===== config.mk =====
export PLATFORM = sky130hd
export DESIGN_NAME = dm_arbiter_flat
export DESIGN_NICKNAME = d
export VERILOG_FILES = /design/src/rtl/dm_arb_pkg.sv /design/src/rtl/dm_arbiter_if.sv /design/src/rtl/dm_arb_pick.sv /design/src/rtl/dm_arbiter.sv /design/src/flat_wrapper.sv
export SDC_FILE = /design/constraint.sdc
export NUM_CORES = 1
export LEC_CHECK = 0
export BUFFER_PORTS_ARGS = -buffer_cell sky130_fd_sc_hd__buf_4
export CAP_MARGIN = 15
export CORE_MARGIN = 2
export CORE_UTILIZATION = 25
export DETAILED_ROUTE_END_ITERATION = 8
export PLACE_DENSITY = 0.64
export SLEW_MARGIN = 0
export SYNTH_ARGS = -nofsm -noshare
export SYNTH_HDL_FRONTEND = slang
export SYNTH_SLANG_ARGS = --single-unit

===== constraint.sdc =====
create_clock -name clk -period 2.7 [get_ports clk]
set_clock_uncertainty 0.05 [all_clocks]
set_input_delay 0.54 -clock clk [delete_from_list [all_inputs] [get_ports clk]]
set_output_delay 0.54 -clock clk [all_outputs]
set_load 0.01 [all_outputs]

===== src/rtl/dm_arb_pkg.sv =====
// ---------------------------------------------------------------------------
// dm_arb_pkg -- shared definitions for the two-port data-memory arbiter.
//
// Contents:
//   DEF_ADDR_W / DEF_DATA_W / DEF_MAX_BURST : parameter defaults
//   CNT_W                                   : burst counter width (MAX_BURST <= 15)
//   state_t                                 : arbiter state (IDLE, OWN0, OWN1)
// ---------------------------------------------------------------------------
package dm_arb_pkg;

    localparam int DEF_ADDR_W    = 16;
    localparam int DEF_DATA_W    = 16;
    localparam int DEF_MAX_BURST = 4;
    localparam int CNT_W         = 4;

    typedef enum logic [1:0] {
        IDLE = 2'd0,
        OWN0 = 2'd1,
        OWN1 = 2'd2
    } state_t;

endpackage


===== src/rtl/dm_arbiter_if.sv =====
// ---------------------------------------------------------------------------
// dm_arbiter_if -- bundle of every signal between the arbiter, its two
// requesters and the data memory.
//
//   Requester side : reqX, weX, addrX, wdataX (in), gntX, rvalidX, rd_data (out)
//   Memory side    : mem_addr, mem_wdata, mem_re, mem_we (out), mem_rdata (in)
//
// Modports:
//   slave  : the arbiter
//   master : the environment (both requesters plus the memory)
// ---------------------------------------------------------------------------
interface dm_arbiter_if
    import dm_arb_pkg::*;
#(
    parameter int ADDR_W = DEF_ADDR_W,
    parameter int DATA_W = DEF_DATA_W
);
    logic              req0;
    logic              we0;
    logic [ADDR_W-1:0] addr0;
    logic [DATA_W-1:0] wdata0;
    logic              req1;
    logic              we1;
    logic [ADDR_W-1:0] addr1;
    logic [DATA_W-1:0] wdata1;

    logic              gnt0;
    logic              gnt1;
    logic              rvalid0;
    logic              rvalid1;
    logic [DATA_W-1:0] rd_data;

    logic [ADDR_W-1:0] mem_addr;
    logic [DATA_W-1:0] mem_wdata;
    logic              mem_re;
    logic              mem_we;
    logic [DATA_W-1:0] mem_rdata;

    modport slave (
        input  req0, we0, addr0, wdata0,
        input  req1, we1, addr1, wdata1,
        input  mem_rdata,
        output gnt0, gnt1, rvalid0, rvalid1, rd_data,
        output mem_addr, mem_wdata, mem_re, mem_we
    );

    modport master (
        output req0, we0, addr0, wdata0,
        output req1, we1, addr1, wdata1,
        output mem_rdata,
        input  gnt0, gnt1, rvalid0, rvalid1, rd_data,
        input  mem_addr, mem_wdata, mem_re, mem_we
    );

endinterface


===== src/rtl/dm_arb_pick.sv =====
// ---------------------------------------------------------------------------
// dm_arb_pick -- combinational winner selection for dm_arbiter.
//
// Ports:
//   req0, req1  : pending requests
//   state       : current owner (fairness build only)
//   burst_cnt   : consecutive grants to the current owner (fairness build only)
//   last_owner  : port granted most recently (fairness build only)
//   valid       : some port wins this cycle
//   sel         : winning port (0/1), meaningful only when valid
//
// Macro DM_ARB_FAIRNESS_EN selects burst-limited round robin; without it
// port 0 has fixed priority.
// ---------------------------------------------------------------------------
module dm_arb_pick
    import dm_arb_pkg::*;
#(
    parameter int MAX_BURST = DEF_MAX_BURST
)(
    input  logic             req0,
    input  logic             req1,
`ifdef DM_ARB_FAIRNESS_EN
    input  state_t           state,
    input  logic [CNT_W-1:0] burst_cnt,
    input  logic             last_owner,
`endif
    output logic             valid,
    output logic             sel
);

    assign valid = req0 | req1;

`ifdef DM_ARB_FAIRNESS_EN
    logic at_limit;
    assign at_limit = (burst_cnt >= CNT_W'(MAX_BURST));

    always_comb begin
        sel = 1'b0;
        if (req0 && req1) begin
            // Contention: owner keeps the bus until its burst is used up;
            // from IDLE the port served least recently goes first.
            unique case (state)
                OWN0:    sel = at_limit;
                OWN1:    sel = ~at_limit;
                default: sel = ~last_owner;
            endcase
        end else begin
            sel = req1;
        end
    end
`else
    assign sel = ~req0;
`endif

endmodule


===== src/rtl/dm_arbiter.sv =====
// ---------------------------------------------------------------------------
// dm_arbiter -- two-port arbiter in front of a single-ported data memory.
//
// Ports:
//   clk  : clock, all state on the rising edge
//   rst  : asynchronous active-high reset
//   bus  : dm_arbiter_if.slave (requester ports, read return, memory side)
//
// One access is issued per cycle. The winner chosen at an edge drives the
// registered mem_* outputs and sees gntX for the following cycle; reads
// return on rd_data (straight from mem_rdata) in that same cycle.
//
// Build option: define DM_ARB_FAIRNESS_EN for burst-limited fair arbitration
// (MAX_BURST consecutive grants under contention); otherwise port 0 has
// fixed priority and MAX_BURST is ignored.
// ---------------------------------------------------------------------------
module dm_arbiter
    import dm_arb_pkg::*;
#(
    parameter int ADDR_W    = DEF_ADDR_W,
    parameter int DATA_W    = DEF_DATA_W,
    parameter int MAX_BURST = DEF_MAX_BURST
)(
    input  logic         clk,
    input  logic         rst,
    dm_arbiter_if.slave  bus
);

    state_t            state_reg, state_next;
    logic [ADDR_W-1:0] mem_addr_reg, mem_addr_next;
    logic [DATA_W-1:0] mem_wdata_reg, mem_wdata_next;
    logic              mem_re_reg, mem_re_next;
    logic              mem_we_reg, mem_we_next;
    logic              pick_valid;
    logic              pick_sel;
    logic              we_sel;
    logic              gnt0, gnt1;

`ifdef DM_ARB_FAIRNESS_EN
    logic [CNT_W-1:0]  burst_cnt_reg, burst_cnt_next;
    logic              last_owner_reg, last_owner_next;
`endif

    dm_arb_pick #(
        .MAX_BURST (MAX_BURST)
    ) u_pick (
        .req0       (bus.req0),
        .req1       (bus.req1),
`ifdef DM_ARB_FAIRNESS_EN
        .state      (state_reg),
        .burst_cnt  (burst_cnt_reg),
        .last_owner (last_owner_reg),
`endif
        .valid      (pick_valid),
        .sel        (pick_sel)
    );

    // Next state and the access to issue at the coming edge.
    always_comb begin
        state_next     = IDLE;
        mem_addr_next  = mem_addr_reg;
        mem_wdata_next = mem_wdata_reg;
        mem_re_next    = 1'b0;
        mem_we_next    = 1'b0;
        we_sel         = pick_sel ? bus.we1 : bus.we0;
        if (pick_valid) begin
            state_next     = pick_sel ? OWN1 : OWN0;
            mem_addr_next  = pick_sel ? bus.addr1 : bus.addr0;
            mem_wdata_next = pick_sel ? bus.wdata1 : bus.wdata0;
            mem_we_next    = we_sel;
            mem_re_next    = ~we_sel;
        end
    end

`ifdef DM_ARB_FAIRNESS_EN
    always_comb begin
        burst_cnt_next  = '0;
        last_owner_next = last_owner_reg;
        if (pick_valid) begin
            last_owner_next = pick_sel;
            // Same owner as last cycle extends the burst; a new owner
            // (or a grant out of IDLE) starts it at one.
            if (state_next == state_reg) begin
                burst_cnt_next = (burst_cnt_reg >= CNT_W'(MAX_BURST)) ?
                                 burst_cnt_reg : burst_cnt_reg + CNT_W'(1);
            end else begin
                burst_cnt_next = CNT_W'(1);
            end
        end
    end

    always_ff @(posedge clk or posedge rst) begin
        if (rst) begin
            burst_cnt_reg  <= '0;
            last_owner_reg <= 1'b1;
        end else begin
            burst_cnt_reg  <= burst_cnt_next;
            last_owner_reg <= last_owner_next;
        end
    end
`endif

    always_ff @(posedge clk or posedge rst) begin
        if (rst) begin
            state_reg <= IDLE;
        end else begin
            state_reg <= state_next;
        end
    end

    always_ff @(posedge clk or posedge rst) begin
        if (rst) begin
            mem_addr_reg  <= '0;
            mem_wdata_reg <= '0;
            mem_re_reg    <= 1'b0;
            mem_we_reg    <= 1'b0;
        end else begin
            mem_addr_reg  <= mem_addr_next;
            mem_wdata_reg <= mem_wdata_next;
            mem_re_reg    <= mem_re_next;
            mem_we_reg    <= mem_we_next;
        end
    end

    // The OWN states hold exactly during the cycle after a grant, so the
    // grant strobes decode straight from the state register.
    assign gnt0 = (state_reg == OWN0);
    assign gnt1 = (state_reg == OWN1);

    assign bus.gnt0      = gnt0;
    assign bus.gnt1      = gnt1;
    assign bus.rvalid0   = gnt0 & mem_re_reg;
    assign bus.rvalid1   = gnt1 & mem_re_reg;
    assign bus.rd_data   = bus.mem_rdata;
    assign bus.mem_addr  = mem_addr_reg;
    assign bus.mem_wdata = mem_wdata_reg;
    assign bus.mem_re    = mem_re_reg;
    assign bus.mem_we    = mem_we_reg;

endmodule


===== src/flat_wrapper.sv =====
// flat-port wrapper written by rule: the top's interface ports become plain ports
module dm_arbiter_flat import dm_arb_pkg::*;
#(
    parameter int ADDR_W    = DEF_ADDR_W,
    parameter int DATA_W    = DEF_DATA_W,
    parameter int MAX_BURST = DEF_MAX_BURST
)
  (clk, rst, bus_req0, bus_we0, bus_addr0, bus_wdata0, bus_req1, bus_we1, bus_addr1, bus_wdata1, bus_mem_rdata, bus_gnt0, bus_gnt1, bus_rvalid0, bus_rvalid1, bus_rd_data, bus_mem_addr, bus_mem_wdata, bus_mem_re, bus_mem_we);
  dm_arbiter_if #(.ADDR_W(ADDR_W), .DATA_W(DATA_W)) bus_i ();
  input  logic clk;
  input  logic rst;
  input wire logic [$bits(bus_i.req0)-1:0] bus_req0;
  input wire logic [$bits(bus_i.we0)-1:0] bus_we0;
  input wire logic [$bits(bus_i.addr0)-1:0] bus_addr0;
  input wire logic [$bits(bus_i.wdata0)-1:0] bus_wdata0;
  input wire logic [$bits(bus_i.req1)-1:0] bus_req1;
  input wire logic [$bits(bus_i.we1)-1:0] bus_we1;
  input wire logic [$bits(bus_i.addr1)-1:0] bus_addr1;
  input wire logic [$bits(bus_i.wdata1)-1:0] bus_wdata1;
  input wire logic [$bits(bus_i.mem_rdata)-1:0] bus_mem_rdata;
  output wire logic [$bits(bus_i.gnt0)-1:0] bus_gnt0;
  output wire logic [$bits(bus_i.gnt1)-1:0] bus_gnt1;
  output wire logic [$bits(bus_i.rvalid0)-1:0] bus_rvalid0;
  output wire logic [$bits(bus_i.rvalid1)-1:0] bus_rvalid1;
  output wire logic [$bits(bus_i.rd_data)-1:0] bus_rd_data;
  output wire logic [$bits(bus_i.mem_addr)-1:0] bus_mem_addr;
  output wire logic [$bits(bus_i.mem_wdata)-1:0] bus_mem_wdata;
  output wire logic [$bits(bus_i.mem_re)-1:0] bus_mem_re;
  output wire logic [$bits(bus_i.mem_we)-1:0] bus_mem_we;
  assign bus_i.req0 = bus_req0;
  assign bus_i.we0 = bus_we0;
  assign bus_i.addr0 = bus_addr0;
  assign bus_i.wdata0 = bus_wdata0;
  assign bus_i.req1 = bus_req1;
  assign bus_i.we1 = bus_we1;
  assign bus_i.addr1 = bus_addr1;
  assign bus_i.wdata1 = bus_wdata1;
  assign bus_i.mem_rdata = bus_mem_rdata;
  assign bus_gnt0 = bus_i.gnt0;
  assign bus_gnt1 = bus_i.gnt1;
  assign bus_rvalid0 = bus_i.rvalid0;
  assign bus_rvalid1 = bus_i.rvalid1;
  assign bus_rd_data = bus_i.rd_data;
  assign bus_mem_addr = bus_i.mem_addr;
  assign bus_mem_wdata = bus_i.mem_wdata;
  assign bus_mem_re = bus_i.mem_re;
  assign bus_mem_we = bus_i.mem_we;
  dm_arbiter #(.ADDR_W(ADDR_W), .DATA_W(DATA_W), .MAX_BURST(MAX_BURST)) u_core (.clk(clk), .rst(rst), .bus(bus_i));
endmodule

-- Word-level counts from Yosys, hierarchy flattened
Index checks and enable logic that the tools add are counted.
- flip-flop bits (word level): 36
- bits in writable memories: 0
- latch bits: 0
- bits in read-only memories: 0
- memories: 0
- output and inout bits: 54
- input port bits: 86
- bitwise gates (word level): 4
- multipliers: 0
- shift-type cells: 0
- reduce and logical (&&, ||, !) cells: 0
- div/mod/pow operators: 0
- mux-type cells: 7
- eq/ne operators: 2
- add/subtract/negate cells: 0
- magnitude comparators: 0
- operators by type and width (kind ; number):
    16-bit two-way mux ; 2
    2-bit two-way mux ; 2
    1-bit two-way mux ; 3
    1-bit AND ; 2
    2-bit by 1-bit equality test with 1-bit output (second input constant) ; 1
    2-bit equality test (second input constant) ; 1
    1-bit inverter ; 1
    1-bit bitwise OR ; 1

-- Logic depth before layout (Yosys ltp)
- depth in word-level cells: 3
- depth in mapped cells: 4

-- Cells and area by module
From an unflattened synthesis, not the netlist that was laid out.
- cells, all modules: 172
- area, all modules: 1805.5 µm²
- by module, submodules not included (module ; instances ; cells an instance ; area each (µm²)):
    dm_arbiter ; 1 ; 170 ; 1795.5
    dm_arb_pick ; 1 ; 2 ; 10.0

-- Least setup slack after synthesis
Ideal clock, no wire load.
- path type: register to output
- from: reg u_core.state_reg[1]
- to: out bus_rvalid0
- path slack: 1.340 ns
- cell stages (with the launch flop): 3
- arrival: 0.770 ns
- data required time: 2.110 ns
- cells stage by stage: dfrtp_1 -> nor2b_1 -> and2_1
- cells in the longest elaborated chain, start to end: 2
- ends and longest elaborated chain (what ; line ; RTL):
    start: declaration ; dm_arbiter.sv:29 ; state_t state_reg, state_next;
    start signal: assignment ; dm_arbiter.sv:107 ; state_reg <= state_next;
    2-bit by 1-bit equality test with 1-bit output ; dm_arbiter.sv:127 ; assign gnt0 = (state_reg == OWN0);
    named net bus_gnt0 ; flat_wrapper.sv:21 ; output wire logic [$bits(bus_i.gnt0)-1:0] bus_gnt0;
    1-bit AND ; dm_arbiter.sv:132 ; assign bus.rvalid0 = gnt0 & mem_re_reg;
    end: declaration ; flat_wrapper.sv:23 ; output wire logic [$bits(bus_i.rvalid0)-1:0] bus_rvalid0;
The timed path passes the listed nets, and every way through them passes these cells.

-- Worst setup path in the final report
- from: reg u_core.state_reg[0]
- to: out bus_rvalid0
- cells in the longest elaborated chain, start to end: 2
- ends and longest elaborated chain (what ; line):
    2-bit by 1-bit equality test with 1-bit output ; dm_arbiter.sv:127
    1-bit AND ; dm_arbiter.sv:132
Every way passes these cells.

==> flow_summary.yaml <==
outcome:
  outcome: "completed"
grt:
  grt_pass1_wl_um: 6306
  grt_start_max_net_pins: 69
  grt_pass1_vias: 1390
  antenna_found_initial: 0
  grt_usage_pct: 10.42
  grt_overflow: 0
timing:
  fin_crit_ns: 1.662
  max_freq_ghz: 0.6017
  drv_slew: 0
  worstMarginPinSlew_ns: 0.6071
  finalSetupViolCount: 0
  setup_ws_ns: 1.038
  min_period_over_period_pct: 61.55
  rsz0062_at_grt: "false"
  relSlewSlack_pct: 59.52
  tns_ns: 0
  finalHoldViolCount: 0
cts:
  clkTransAtPathRegs_ns: 0.07
  clkLatencyLatePin_ns: 0.28
  cts_sinks: 36
  post_cts_buffers: 0
  cts_max_path_buffers: 2
  cts.repair.resized: 0
  cts_buffers: 5
  htree_levels: 2
  root_buffer: "clkbuf_8"
  ctsHoldBuffers: 0
  cts_tree: "yes"
worst_setup_path:
  path_class: "reg -> out"
  reg2regPathDepth: 2
  r2r-end: "u_core.bus.mem_addr[15]"
  end_kind: "primary output"
  critPathLaunch: "u_core.state_reg[0]"
  r2r_start: "u_core.bus.mem_addr[15]"
  start_kind: "flop"
  rrSetupSlack_ns: 1.89
  crit_fanout: 2
  worstPathRequired_ns: 2.11
  worstPathArrival_ns: 1.07
logic_synthesis:
  syn_area_um2: 1803
  ys_ff_latch: 36
  yosysWarningCount: 0
  synth_cell_types: 16
  seq_area_frac_synth_pct: 49.97
  synth_area_per_cell_um2: 10.61
  synthCells: 170
  syn_nets: 256
drt:
  antenna_left: 0
  routedWlPerCell_um: 11.77
  vias_per_cell: 4.181
  drt_iter0_markers: 27
  firstDrtPassIters: 4
  wl_um: 4154
  via_count: 1476
  drcViolationCount: 0
final_layout:
  drive_gt1_share_pct: 44.75
  area_growth_pct: 42.68
  fin_area_um2: 2572
  finalNonFillerCells: 353
  num_antenna_cells: 0
  finalNetCount: 343
hold_path:
  hp-class: "in -> async"
placed_design:
  place_ws_ns: 1.012
  dp_cells: 346
  io_buffers: 107
  gp_congestion: 0.7169
  placed_cell_area_um2: 2495
  post-dp-hpwl_um: 3019
floorplanning:
  placementRows: 30
  start_util_pct: 26.25
  die-height_um: 88.93
  ios: 140
  core_region_area_um2: 6869
  dieArea_um2: 7908
  dieWidth_um: 88.93
power:
  vdd_drop_max_v: 0.0001879
  p_leak_nw: 1.340
  power_density_nw_per_um2: 489.2
run:
  maxCapViolCount: 0
-- report_power, final --
group          internal [mW]  leakage [nW]  switching, mW
Sequential             0.587         0.435         0.0254
Clock                  0.175        0.0410          0.180
Combinational          0.168         0.864          0.122
-- layer usage --
layer	GRT usage, %	vias up	part of all wire, %	wire length (um)
met5	0	-	0	0
met4	3.857	0	1.6	68
met3	4.247	12	11	470
met2	17.91	83	46	1921
met1	11.57	660	41	1694
li1	-	721	-	-
-- synthesized netlist by cell type --
master,number,share of area (%)
dfrtp_1,36,50
mux2i_1,32,18
nand2_1,32,6.7
o21ai_1,30,8.3
buf_4,19,7.9
buf_12,3,3.3
inv_1,3,0.62
a22o_1,2,0.97
and2_1,2,0.69
buf_2,2,0.56
clkbuf_1,2,0.42
nor2b_1,2,0.69
o21ai_0,2,0.56
and2b_2,1,0.49
buf_6,1,0.62
clkbuf_4,1,0.42
-- per-stage QoR --
step                      hold WS (ns)  util, %  power [mW]
after global routing            0.3577    37.45       1.342
after floorplan                 0.5343        -      0.7829
after detailed placement        0.4962    36.32      0.9195
after CTS                       0.3312    37.45       1.291
final                           0.3212    37.45       1.258
after global placement          0.4859    36.32      0.9142
-- how the worst max path moves through the flow --
stage / end / slack, ns / depth (start not counted)
2_1_floorplan: u_core.bus.mem_addr[0] / 1.31 / 1
3_3_place_gp: u_core.bus.mem_we / 1.03 / 3
3_5_place_dp: u_core.bus.mem_re / 1.01 / 3
4_1_cts: bus_rvalid0 / 1.02 / 3
5_1_grt: bus_rvalid0 / 0.97 / 3
6_report: bus_rvalid0 / 1.04 / 3
-- worst max-delay path: stages, from the launching register on --
cell and delay [ns]:
dfrtp_1 0.37, nor2b_1 0.14, and2_1 0.15, buf_4 0.14
-- cell usage in the layout (no fill, tap or decap) --
| cell | n |
|---|---|
| a22o_1 | 2 |
| dfrtp_1 | 36 |
| o21ai_0 | 2 |
| clkbuf_8 | 5 |
| buf_4 | 108 |
| clkbuf_1 | 1 |
| nand2_1 | 32 |
| and2_1 | 2 |
| and2b_2 | 1 |
| nor2b_1 | 2 |
| inv_1 | 3 |
| mux2i_1 | 32 |
| o21ai_1 | 30 |
| clkinv_2 | 1 |
-- cell families after synthesis --
kind of cell	after synthesis	share of synthesized area, %
DFF	36	49.97
muxes	32	17.77
buffers and inverters	31	13.88
and+or+nand+nor	37	8.536
AOI/OAI and AO/OA	34	9.854
-- cell type report --
class                   count  area [um2]
clock inverters             1       5.005
multi-input cells         103       651.9
inverters                   3       11.26
repair buffers            108       810.8
clock buffers               6       72.57
well taps                  96       120.1
fillers                   717        4297
flip-flops and latches     36       900.9
Power figures use the tool's default switching activity.
